$ cat src/rtl/qam16_pkg.sv
// Shared constants for the 16-QAM demodulator: carrier tables, level codes, FSM states.
package qam16_pkg;

    localparam int SMP_W   = 13;
    localparam int CAR_W   = 10;
    localparam int CAR_PTS = 16;

    localparam logic [1:0] LVL_N3 = 2'b00;
    localparam logic [1:0] LVL_N1 = 2'b01;
    localparam logic [1:0] LVL_P1 = 2'b10;
    localparam logic [1:0] LVL_P3 = 2'b11;

    typedef enum logic [1:0] {IDLE, ACCUM, SLICE} state_t;

    // One carrier period, peak 511; must match the modulator's carrier generator.
    localparam logic signed [CAR_W-1:0] COS_TAB [CAR_PTS] = '{
         10'sd511,  10'sd472,  10'sd361,  10'sd196,
         10'sd0,   -10'sd196, -10'sd361, -10'sd472,
        -10'sd511, -10'sd472, -10'sd361, -10'sd196,
         10'sd0,    10'sd196,  10'sd361,  10'sd472
    };

    localparam logic signed [CAR_W-1:0] SIN_TAB [CAR_PTS] = '{
         10'sd0,    10'sd196,  10'sd361,  10'sd472,
         10'sd511,  10'sd472,  10'sd361,  10'sd196,
         10'sd0,   -10'sd196, -10'sd361, -10'sd472,
        -10'sd511, -10'sd472, -10'sd361, -10'sd196
    };

endpackage

$ cat src/rtl/qam16_slicer.sv
// Four-level decision for one axis: compares an integrated sum against +/-thresh.
module qam16_slicer
    import qam16_pkg::*;
#(
    parameter int ACC_W = 31
) (
    input  logic signed [ACC_W-1:0] sum,
    input  logic        [ACC_W-2:0] thresh,
    output logic        [1:0]       level
);

    logic signed [ACC_W-1:0] t_pos;
    logic signed [ACC_W-1:0] t_neg;

    always_comb begin
        t_pos = signed'({1'b0, thresh});
        t_neg = -t_pos;
        if (sum >= t_pos)
            level = LVL_P3;
        else if (!sum[ACC_W-1])
            level = LVL_P1;
        else if (sum > t_neg)
            level = LVL_N1;
        else
            level = LVL_N3;
    end

endmodule

$ cat src/rtl/qam16_demodulator.sv
// Coherent 16-QAM demodulator: carrier correlation, integrate-and-dump, slicing, serialiser.
// Optional PRBS bit checker enabled by defining QAM_DEMOD_PRBS_CHK_EN.
module qam16_demodulator
    import qam16_pkg::*;
#(
    parameter int SPS   = 32,
    parameter int ACC_W = 31
) (
    input  logic                    clk,
    input  logic                    rst,
    input  logic                    sample_en,
    input  logic signed [SMP_W-1:0] sample,
    input  logic                    sym_start,
    input  logic        [ACC_W-2:0] thresh,
    output logic                    sym_valid,
    output logic        [1:0]       sym_i,
    output logic        [1:0]       sym_q,
    output logic                    bit_out,
    output logic                    bit_valid,
    output logic                    overrun,
    output logic                    locked
`ifdef QAM_DEMOD_PRBS_CHK_EN
    ,
    input  logic                    chk_clr,
    output logic        [15:0]      err_cnt
`endif
);

    localparam int CNT_W = $clog2(SPS);
    localparam int PH_W  = $clog2(CAR_PTS);
    localparam int PRD_W = SMP_W + CAR_W;

    function automatic logic signed [ACC_W-1:0] mul_ext(input logic signed [SMP_W-1:0] s,
                                                        input logic signed [CAR_W-1:0] c);
        logic signed [PRD_W-1:0] p;
        p = s * c;
        return {{(ACC_W-PRD_W){p[PRD_W-1]}}, p};
    endfunction

    // Input register stage keeps the multipliers off the pin timing path.
    logic                    in_vld, in_start;
    logic signed [SMP_W-1:0] in_smp;

    state_t                  state;
    logic [CNT_W-1:0]        cnt;
    logic [PH_W-1:0]         phase;
    logic signed [ACC_W-1:0] acc_i, acc_q, dump_i, dump_q;
    logic signed [ACC_W-1:0] t_i, t_q, t0_i, t0_q;
    logic [1:0]              lvl_i, lvl_q;
    logic                    last;
    logic [3:0]              ser_sh;
    logic [2:0]              ser_cnt;

    // SPS is a whole number of carrier periods, so the phase is the low bits of cnt.
    assign phase = cnt[PH_W-1:0];
    assign last  = (cnt == CNT_W'(SPS-1));

    always_comb begin
        t_i  = mul_ext(in_smp, COS_TAB[phase]);
        t_q  = -mul_ext(in_smp, SIN_TAB[phase]);
        t0_i = mul_ext(in_smp, COS_TAB[0]);
        t0_q = -mul_ext(in_smp, SIN_TAB[0]);
    end

    qam16_slicer #(.ACC_W(ACC_W)) u_slice_i (.sum(dump_i), .thresh(thresh), .level(lvl_i));
    qam16_slicer #(.ACC_W(ACC_W)) u_slice_q (.sum(dump_q), .thresh(thresh), .level(lvl_q));

    always_ff @(posedge clk or negedge rst) begin
        if (!rst) begin
            in_vld   <= 1'b0;
            in_start <= 1'b0;
            in_smp   <= '0;
        end else begin
            in_vld   <= sample_en;
            in_start <= sample_en & sym_start;
            in_smp   <= sample;
        end
    end

    always_ff @(posedge clk or negedge rst) begin
        if (!rst) begin
            state     <= IDLE;
            cnt       <= '0;
            acc_i     <= '0;
            acc_q     <= '0;
            dump_i    <= '0;
            dump_q    <= '0;
            sym_valid <= 1'b0;
            sym_i     <= '0;
            sym_q     <= '0;
            locked    <= 1'b0;
        end else begin
            sym_valid <= 1'b0;
            if (state == SLICE) begin
                sym_valid <= 1'b1;
                sym_i     <= lvl_i;
                sym_q     <= lvl_q;
                state     <= ACCUM;
            end
            if (in_vld) begin
                if (state == IDLE) begin
                    if (in_start) begin
                        locked <= 1'b1;
                        acc_i  <= t0_i;
                        acc_q  <= t0_q;
                        cnt    <= CNT_W'(1);
                        state  <= ACCUM;
                    end
                end else begin
                    // A start on the final sample still dumps the completed symbol.
                    if (last) begin
                        dump_i <= acc_i + t_i;
                        dump_q <= acc_q + t_q;
                        state  <= SLICE;
                    end
                    if (in_start) begin
                        acc_i <= t0_i;
                        acc_q <= t0_q;
                        cnt   <= CNT_W'(1);
                    end else if (last) begin
                        acc_i <= '0;
                        acc_q <= '0;
                        cnt   <= '0;
                    end else begin
                        acc_i <= acc_i + t_i;
                        acc_q <= acc_q + t_q;
                        cnt   <= cnt + 1'b1;
                    end
                end
            end
        end
    end

    // Serialiser loads on the sym_valid edge and emits MSB-first over the next 4 cycles.
    always_ff @(posedge clk or negedge rst) begin
        if (!rst) begin
            ser_sh    <= '0;
            ser_cnt   <= '0;
            bit_out   <= 1'b0;
            bit_valid <= 1'b0;
            overrun   <= 1'b0;
        end else if (state == SLICE) begin
            overrun   <= overrun | (ser_cnt != 3'd0);
            ser_sh    <= {lvl_i, lvl_q};
            ser_cnt   <= 3'd4;
            bit_valid <= 1'b0;
        end else if (ser_cnt != 3'd0) begin
            bit_out   <= ser_sh[3];
            bit_valid <= 1'b1;
            ser_sh    <= {ser_sh[2:0], 1'b0};
            ser_cnt   <= ser_cnt - 3'd1;
        end else begin
            bit_valid <= 1'b0;
        end
    end

`ifdef QAM_DEMOD_PRBS_CHK_EN
    // Self-synchronising x^3+x+1 checker: predicts s[n] = s[n-2] ^ s[n-3].
    logic [2:0] chk_hist;
    logic [1:0] chk_seed;

    always_ff @(posedge clk or negedge rst) begin
        if (!rst) begin
            chk_hist <= '0;
            chk_seed <= '0;
            err_cnt  <= '0;
        end else begin
            if (chk_clr)
                err_cnt <= '0;
            if (bit_valid) begin
                chk_hist <= {chk_hist[1:0], bit_out};
                if (chk_seed != 2'd3)
                    chk_seed <= chk_seed + 2'd1;
                else if (!chk_clr && (bit_out != (chk_hist[1] ^ chk_hist[2])) && (err_cnt != 16'hFFFF))
                    err_cnt <= err_cnt + 16'd1;
            end
        end
    end
`endif

endmodule
$ cat config.mk
export PLATFORM = sky130hd
export DESIGN_NAME = qam16_demodulator
export DESIGN_NICKNAME = d
export VERILOG_FILES = /design/src/rtl/qam16_pkg.sv /design/src/rtl/qam16_slicer.sv /design/src/rtl/qam16_demodulator.sv
export SDC_FILE = /design/constraint.sdc
export NUM_CORES = 2
export LEC_CHECK = 0
export CAP_MARGIN = 20
export CORE_MARGIN = 2
export CORE_UTILIZATION = 40
export DETAILED_ROUTE_END_ITERATION = 12
export RECOVER_POWER = 50
export SETUP_SLACK_MARGIN = 0.15
export SYNTH_ARGS = -nofsm -noshare
export SYNTH_HDL_FRONTEND = slang
export SYNTH_HIERARCHICAL = 1
export SYNTH_SLANG_ARGS = --single-unit
$ cat constraint.sdc
create_clock -name clk -period 9.9 [get_ports clk]
set_input_delay 1.485 -clock clk [delete_from_list [all_inputs] [get_ports clk]]
set_output_delay 1.485 -clock clk [all_outputs]
set_load 0.02 [all_outputs]
==> impl_metrics.csv <==
group,metric,value,unit
global_route,grt_max_degree,66,
finish,multi_input_area,0.02075,sq mm
drt,drt_iter0_drc,1265,
run,drv_cap,3,
worst_setup_path,reg2regPathDepth,23,
timing,fin_crit,7.896,ns
floorplanning,dieArea,0.07121,sq mm
cts,clock_sinks,162,
yosys,synthFlopType,"dfrtp_1",
yosys,postSynthAreaPerCell,8.889,sq um
worst_setup_path,r2r_end,"acc_i[28]$_DFFE_PN0P_",
timing,relSlewSlack,-1.493,
timing,worst_pin_slew,3.740,ns
drt,drc,0,
hold_path,min_from,"overrun$_DFFE_PN0P_",
finish,area_delta_synth_final,8.140,%
yosys,syn-instance-count,3109,
yosys,yosys-top-cells-area,"fa_1 (29%), ha_1 (15%), dfrtp_1 (15%)",
drt,vias,20710,
run_status,failed_checks,"capacitance limit, slew limit",
yosys,yosysUniqueCellTypes,80,
yosys,synth_edf_count,0,
global_route,grt_pass1_vias,21650,
finish,nets,3922,
cts,insertion_delay,0.49,ns
run_status,status,"finished, violations left",
drt,wl_per_cell,17.59,um
hold_path,whs_endpoint,"overrun$_DFFE_PN0P_",
cts,cts_setup_buffers,0,
worst_setup_path,r2r_setup_slack,2.00,ns
finish,layout-drive-gt1-share,0.04287,
timing,hold_violations,0,
global_route,track_usage,0.2117,
yosys,yosys_warnings,6,
floorplanning,ioPinCount,56,
worst_setup_path,critPathCaptureType,"register",
yosys,ys_seq_elements,162,
worst_setup_path,critical_path_arrival,8.22,ns
hold_path,holdPathStages,1,
timing,fin_tns_setup,0,ns
worst_setup_path,critical_path_class,"reg -> reg",
floorplanning,core,0.06847,sq mm
floorplanning,start_util,0.4037,
cts,htree_levels,4,
cts,clk_pin_slew_worst_paths,0.08,ns
cts,cts_resized,0,
cts,clock-root-buffer,"clkbuf_16",
yosys,synth_top_area_share,0.2941,
drt,ant_nets,0,
finish,seqCellArea,0.004055,sq mm
timing,drv_slew,167,
hold_path,hold_path.class,"reg -> reg",
drt,drt-vias-per-instance,5.137,
floorplanning,die_h,266.9,um
cts,cts_buffers,17,
timing,finClkSkew,0.01120,ns
global_route,grt_antenna_before_repair,0,
placement,io_buffers,55,
worst_setup_path,path_max_fanout,26,
placement,gp_congestion,0.8682,
drt,drtPass1Iterations,5,
worst_setup_path,r2r-start,"cnt[2]$_DFFE_PN0P_",
cts,cts_tree,"yes",
timing,finalSetupViolations,0,
worst_setup_path,start_kind,"register",
yosys,yosysSeqAreaShare,0.1467,
yosys,syn_nets,3895,
yosys,synth_largest_area_cell,"fa_1",
drt,finalWirelength,70900,um
floorplanning,die_w,266.9,um
timing,fin_crit_sh,0.7976,
global_route,grt_pass1_wl,117700,um
timing,max_freq,0.1266,GHz
cts,clock_path_buffers,2,
yosys,netlist_area,0.02764,sq mm
global_route,overflow,0,
yosys,async_reset_ff_frac,1.000,
floorplanning,rows,96,
cts,cts_hold_buf,0,
worst_setup_path,crit_required,10.22,ns
finish,num-fill-cells,6743,
timing,rsz0062_at_grt,"no",
finish,n_antenna_cell,0,
placement,dpl.hpwl,57180,um
-- logic make-up after synthesis --
group | count (synthesis) | synth area share
flops | 162 | 0.1467
compound gates | 477 | 0.1083
mux | 23 | 0.008829
buf+inv | 761 | 0.1036
xor+xnor | 146 | 0.04627
simple gates | 800 | 0.1410
fa+ha+maj | 740 | 0.4452
-- worst max path at each step --
stage | from | to | depth (start not counted)
floorplan | in_smp[12]$_DFF_PN0_ | acc_i[29]$_DFFE_PN0P_ | 24
global placement | cnt[2]$_DFFE_PN0P_ | acc_i[28]$_DFFE_PN0P_ | 23
detailed placement | cnt[2]$_DFFE_PN0P_ | acc_i[28]$_DFFE_PN0P_ | 23
CTS | cnt[2]$_DFFE_PN0P_ | acc_i[28]$_DFFE_PN0P_ | 23
global route | cnt[2]$_DFFE_PN0P_ | acc_i[28]$_DFFE_PN0P_ | 23
finish | cnt[2]$_DFFE_PN0P_ | acc_i[28]$_DFFE_PN0P_ | 23
-- critical path: stages, from the launching register on --
cell,delay [ns]
dfrtp_1,0.83
clkinv_1,0.46
ha_1,0.38
nor2b_1,0.14
a31oi_2,0.69
nand2_1,0.17
fa_1,0.53
inv_1,0.05
fa_1,0.46
fa_1,0.52
fa_1,0.54
inv_1,0.05
fa_1,0.52
inv_1,0.04
ha_1,0.38
nand3_2,0.15
o211ai_2,0.11
or3_4,0.39
o221a_4,0.25
a211o_4,0.36
a31o_4,0.26
a31oi_4,0.21
or3_2,0.15
a31oi_1,0.07
-- cells in the final DEF (no fill, tap or decap), drive strengths merged, types with 12 or more instances in the layout --
cell / instances
inv: 681
fa: 406
nand2: 352
ha: 333
dfrtp: 162
o21ai: 149
nor2: 140
a21oi: 136
xnor2: 109
and2: 100
nand3: 44
clkdlybuf4s50: 40
buf: 40
xor2: 37
a21o: 33
nor2b: 28
nor3: 24
a31oi: 22
nand4: 20
clkbuf: 20
nor4: 20
a211oi: 18
dlygate4sd3: 14
nand2b: 13
o21a: 13
o21bai: 13
or2: 12
mux2i: 12
-- routing by layer --
metal | GRT usage | up-vias | wire length (um)
met5 | 0 | - | 0
met4 | 0.05633 | 0 | 1608
met3 | 0.03201 | 82 | 3033
met2 | 0.3524 | 393 | 33250
met1 | 0.2872 | 10320 | 33010
li1 | - | 9910 | -
-- cell type report --
cell class                 count  area share
tap                          882     0.03693
inverter                     672     0.08440
timing repair buffer          97     0.02918
multi-input combinational   2186      0.6943
sequential                   162      0.1357
clock buffer                  17     0.01423
clock inverter                15    0.005275
-- metrics by stage --
step | setup WS (ns) | instance area [sq um] | util | hold WS [ns] | cells
detailed placement | 2.037 | 29290 | 0.4279 | 0.4651 | 3998
floorplan | 2.817 | 27640 | - | 0.4457 | 3109
CTS | 2.006 | 29880 | 0.4364 | 0.4835 | 4030
finish | 2.004 | 29890 | 0.4365 | 0.4733 | 4031
global route | 1.590 | 29890 | 0.4365 | 0.5005 | 4031
global placement | 2.150 | 29290 | 0.4279 | 0.4625 | 3998
-- Yosys cell counts, types with 5 or more instances --
| library cell | n |
|---|---|
| o2111ai_1 | 5 |
| a31oi_1 | 21 |
| nand3b_1 | 8 |
| buf_1 | 10 |
| mux2_2 | 11 |
| o21bai_1 | 13 |
| nor4_1 | 14 |
| xor2_1 | 37 |
| nand3_1 | 41 |
| inv_1 | 671 |
| and3_1 | 11 |
| xnor2_1 | 109 |
| ha_1 | 333 |
| nand4_1 | 18 |
| a221oi_1 | 9 |
| nor3b_1 | 7 |
| nand2b_1 | 13 |
| fa_1 | 406 |
| a21o_1 | 33 |
| or3_1 | 7 |
| a211oi_1 | 18 |
| clkbuf_1 | 77 |
| mux2i_1 | 12 |
| o21a_1 | 13 |
| a21boi_0 | 5 |
| a22oi_1 | 8 |
| dfrtp_1 | 162 |
| nor3_1 | 22 |
| o21ai_0 | 146 |
| and2_1 | 100 |
| o31ai_1 | 9 |
| a211o_1 | 5 |
| nand2_1 | 352 |
| nor2_1 | 138 |
| o22ai_1 | 8 |
| a21oi_1 | 136 |
| nor2b_1 | 28 |
| o211ai_1 | 8 |
| or2_2 | 12 |
-- state kept, by name (all words and copies together) (netlist names), 2 cells and up --
register	cells
acc_i	31
acc_q	31
cnt	5
dump_i	31
dump_q	31
in_smp	13
ser_cnt	3
ser_sh	4
state	2
sym_i	2
sym_q	2
Power is not shown: default switching activity piles up to over one toggle a cycle in this logic, so the estimate is an artifact.
